===== config.mk =====
export PLATFORM = sky130hd
export DESIGN_NAME = int_ctrl
export DESIGN_NICKNAME = d
export VERILOG_FILES = /design/src/rtl/int_ctrl.sv
export SDC_FILE = /design/constraint.sdc
export NUM_CORES = 1
export LEC_CHECK = 0
export CORE_MARGIN = 2
export CORE_UTILIZATION = 56
export DETAILED_ROUTE_END_ITERATION = 8
export PLACE_DENSITY = 0.95
export SYNTH_ARGS = -nofsm -noshare
export SYNTH_HDL_FRONTEND = slang
export SYNTH_SLANG_ARGS = --single-unit

===== constraint.sdc =====
create_clock -name clk -period 5.7 [get_ports clk]
set_clock_uncertainty 0.2 [all_clocks]
set_input_delay 0.855 -clock clk [delete_from_list [all_inputs] [get_ports clk]]
set_output_delay 0.855 -clock clk [all_outputs]
set_load 0.01 [all_outputs]

===== src/rtl/int_ctrl.sv =====
// Interrupt source for cp0 int_i: synchronised hw lines, latched edge requests, Count/Compare timer.
// Latency: irq_raw to int_o is SYNC_STAGES+2 edges; timer asserts on the edge Count reaches Compare.
// Backpressure: none; edge requests stay latched until irq_ack, timer until Compare write or reset.
module int_ctrl #(
    parameter int         SYNC_STAGES = 2,
    parameter logic [5:0] EDGE_MASK   = 6'b000000,
    parameter int         TIMER_LINE  = 5
) (
    input  logic        clk,
    input  logic        rst_,
    input  logic [5:0]  irq_raw,
    input  logic [5:0]  irq_ack,
    input  logic        wb_cp0_we,
    input  logic [4:0]  wb_cp0_waddr_0,
    input  logic [4:0]  wb_cp0_waddr_1,
    input  logic [31:0] wb_cp0_wdata_0,
    input  logic [31:0] wb_cp0_wdata_1,
    input  logic        exc_flush_all,
    input  logic [4:0]  ic_raddr,
    output logic [31:0] ic_rdata,
    output logic [7:0]  int_o
);

    localparam logic [4:0] ADDR_COUNT   = 5'd9;
    localparam logic [4:0] ADDR_COMPARE = 5'd11;

    logic [SYNC_STAGES-1:0][5:0] sync_q;
    logic [5:0]  s;
    logic [5:0]  s_d;
    logic [5:0]  pend;
    logic [5:0]  pend_nxt;
    logic [5:0]  hw_q;
    logic        div;
    logic        tick;
    logic        timer_pending;
    logic [31:0] count;
    logic [31:0] count_inc;
    logic [31:0] compare;

    logic        wr_en;
    logic        cnt_wr;
    logic        cmp_wr;
    logic [31:0] cnt_wdata;
    logic [31:0] cmp_wdata;

    assign s         = sync_q[SYNC_STAGES-1];
    assign tick      = div;
    assign count_inc = count + 32'd1;

    // Edge lines hold until acked; a fresh edge in the ack cycle keeps the request.
    always_comb begin
        pend_nxt = (EDGE_MASK & ((pend & ~irq_ack) | (s & ~s_d))) | (~EDGE_MASK & s);
    end

    // Way 1 overrides way 0 when both target the same register.
    always_comb begin
        wr_en     = wb_cp0_we & ~exc_flush_all;
        cnt_wr    = wr_en & ((wb_cp0_waddr_1 == ADDR_COUNT) | (wb_cp0_waddr_0 == ADDR_COUNT));
        cmp_wr    = wr_en & ((wb_cp0_waddr_1 == ADDR_COMPARE) | (wb_cp0_waddr_0 == ADDR_COMPARE));
        cnt_wdata = (wb_cp0_waddr_1 == ADDR_COUNT) ? wb_cp0_wdata_1 : wb_cp0_wdata_0;
        cmp_wdata = (wb_cp0_waddr_1 == ADDR_COMPARE) ? wb_cp0_wdata_1 : wb_cp0_wdata_0;
    end

    always_ff @(posedge clk) begin
        if (!rst_) begin
            sync_q <= '0;
            s_d    <= '0;
            pend   <= '0;
            hw_q   <= '0;
        end else begin
            sync_q <= {sync_q[SYNC_STAGES-2:0], irq_raw};
            s_d    <= s;
            pend   <= pend_nxt;
            hw_q   <= pend;
        end
    end

    // div phase matches cp0's Count divider so the mirror never drifts.
    always_ff @(posedge clk) begin
        if (!rst_) begin
            div           <= 1'b0;
            count         <= '0;
            compare       <= '0;
            timer_pending <= 1'b0;
        end else begin
            div <= ~div;
            if (cnt_wr)
                count <= cnt_wdata;
            else if (tick)
                count <= count_inc;
            if (cmp_wr) begin
                compare       <= cmp_wdata;
                timer_pending <= 1'b0;
            end else if (tick && !cnt_wr && (count_inc == compare)) begin
                timer_pending <= 1'b1;
            end
        end
    end

    always_comb begin
        int_o             = {2'b00, hw_q};
        int_o[TIMER_LINE] = hw_q[TIMER_LINE] | timer_pending;
    end

    always_comb begin
        ic_rdata = '0;
        if (rst_) begin
            if (ic_raddr == ADDR_COMPARE)
                ic_rdata = compare;
            else if (ic_raddr == ADDR_COUNT)
                ic_rdata = count;
        end
    end

endmodule

==> results.json <==
{
  "nNetsFinal": 901,
  "rows": 38,
  "place.gp.congestion": 0.905,
  "port_buffers": 126,
  "holdPathStages": 1,
  "dp_cells": 934,
  "drive_gt1_share_pct": 6.30,
  "finalHoldWorstSlack_ps": 239,
  "worstPathMaxFanout": 32,
  "fmax_mhz": 271,
  "timing.final.ws_setup_ps": 2000,
  "post_dp_cell_area_um2": 7220,
  "grt_first_pass_wirelength_um": 25900,
  "reg2reg_setup_slack_ps": 2750,
  "synth_top_area_share_pct": 29.6,
  "crit_path_start_kind": "primary input",
  "drtAntennaViolNets": 0,
  "ys_seq_elements": 90,
  "period_share_pct": 64.8,
  "drtPass1Iterations": 5,
  "clkSinkCount": 90,
  "post_drt_wl_per_cell_um": 16.8,
  "ys_types": 59,
  "final_cell_mix": "clkdlybuf4s50_1, nand2_1, dfxtp_1",
  "cts_setup_buffers": 0,
  "grt_util_all_layers_pct": 27.3,
  "cts_buffers": 9,
  "place_hpwl_um": 11000,
  "syn_area_per_cell_um2": 8.24,
  "ys.flop_type": "dfxtp_1",
  "ir_drop_mv": 0.148,
  "finalSetupViolations": 0,
  "final_common_cell": "clkdlybuf4s50_1",
  "timing.setup.tns_ps": 0,
  "antenna_found_initial": 0,
  "via_count": 5723,
  "die_area_um2": 11700,
  "critPathBufInv": 3,
  "arrival_ps": 2640,
  "die_w_um": 108,
  "hp-class": "register to register",
  "stdcell_count": 950,
  "drc": 0,
  "start_util_pct": 56.8,
  "clockRootBuffer": "clkbuf_8",
  "overflow": 0,
  "vias_per_cell": 6.02,
  "yosysTopAreaCell": "dfxtp_1",
  "cp_common_cell": "clkdlybuf4s50_1",
  "crit_slowest_cell": "clkdlybuf4s50_1",
  "critPathKind": "primary input to output port",
  "cts_resized": 0,
  "ctsHoldBuffers": 0,
  "p_leak_nw": 3.31,
  "syn_to_final_growth_pct": 22.0,
  "postSynthCellCount": 738,
  "synth-seq-area-share_pct": 29.6,
  "worst-r2r-cell-count": 8,
  "drtIter0Drc": 342,
  "drv_cap": 0,
  "synth_area_leaders": "dfxtp_1, mux2i_1, o211a_1",
  "path_clk_slew_ps": 100,
  "core_area_um2": 10700,
  "place_ws_ps": 1810,
  "status": "completed",
  "tritoncts": "yes",
  "grt_start_max_net_pins": 91,
  "diodes": 0,
  "finalMaxSlewViolations": 0,
  "fin_crit_ps": 3700,
  "io_pins": 135,
  "tightest_slew_ps": 1040,
  "clockBufferDepth": 2,
  "yosysWarnings": 0,
  "path_depth": 6,
  "endpoint_kind": "output port",
  "hold_violations": 0,
  "die_h_um": 108,
  "synthArstFlopShare_pct": 0,
  "cp_top_family": "buffers and inverters",
  "fin_util_pct": 69.3,
  "grt_pass1_vias": 5524,
  "routed_wl_um": 15900,
  "power_density_nw_per_um2": 172,
  "crit_path_cell_trace": "clkdlybuf4s50_1 > nor4bb_1 > nand2_1 > buf_4 > nor2_1 > clkdlybuf4s50_1",
  "final_cell_area_um2": 7410,
  "slew_headroom_pct": 30.9,
  "power_mw": 1.27,
  "htree_num_levels": 3,
  "clock_latency_ps": 370,
  "synth_area_um2": 6080,
  "max_stage_delay_ps": 550,
  "rsz0062_at_grt": "false",
  "synth-edff-count": 0,
  "cp.required_ps": 4640
}
layout make-up:
class / count / area, µm²
clock buffers: 9 / 124
clock inverters: 7 / 71.3
fillers: 844 / 3280
inverters: 1 / 3.75
multi-input cells: 567 / 3910
flip-flops and latches: 90 / 1800
well taps: 140 / 175
repair buffers: 136 / 1330
power by group:
part | total [mW] | switching, mW | internal (mW) | leakage, nW
sequential | 0.662 | 0.0190 | 0.643 | 0.730
combinational | 0.178 | 0.0770 | 0.100 | 2.49
clock | 0.434 | 0.263 | 0.170 | 0.0926
synthesized netlist by cell type, types with 2 or more instances:
cell type	instances
or2_2	3
clkbuf_2	2
nor3_1	12
and4_1	7
buf_6	2
and2_1	24
nor2b_1	7
buf_2	15
buf_4	13
xnor2_1	47
nor4_1	3
nand3_1	77
nand3_4	2
mux2i_1	67
o21a_1	5
a21oi_1	3
nor4bb_1	2
o31ai_1	3
and3_1	15
o211a_1	50
buf_1	3
o21ai_0	4
dfxtp_1	90
nor2_1	48
nand3b_1	3
o311a_1	4
xor2_1	28
nand4_4	2
nand4_1	18
clkbuf_1	46
nand2_1	105
sequential cells by signal, summed over array words and instances, names as in the netlist:
name and cells:
compare 32, pend_nxt 6, pend 6, timer_pending 1, hw_q 6, div 1, count 32, sync_q 6
metal layers:
| layer | part of all wire [%] | wire length [µm] | up-vias | track usage [%] |
|---|---|---|---|---|
| met5 | 0 | 0 | - | 0 |
| met4 | 3.1 | 498 | 0 | 11.7 |
| met3 | 7.0 | 1110 | 45 | 4.16 |
| met2 | 48 | 7700 | 251 | 47.0 |
| met1 | 42 | 6610 | 2719 | 33.8 |
| li1 | - | - | 2708 | - |
path summary, 6_finish.rpt:
check	to	start
max	ic_rdata[19]	ic_raddr[3]
min reg2reg	pend[5]$_SDFF_PN0_	pend_nxt[5]$_SDFF_PN0_
min	pend[5]$_SDFF_PN0_	pend_nxt[5]$_SDFF_PN0_
max reg2reg	timer_pending$_SDFFE_PP0P_	count[0]$_SDFFE_PN0P_
cells by family (layout without fill, tap and decap cells):
kind of cell               after synthesis  count (layout)  synth area share, %
and+or+nand+nor                        344             344                 29.6
DFF                                     90              90                 29.6
buffers and inverters                   82             153                 6.46
AOI/OAI and AO/OA                       78              78                 12.2
xor gates and xnor gates                75              75                 10.8
muxes                                   67              67                 11.0
adders and majority gates                1               1                0.206
other                                    1               2               0.0617
No activity file was read; power rests on OpenSTA's default activity.
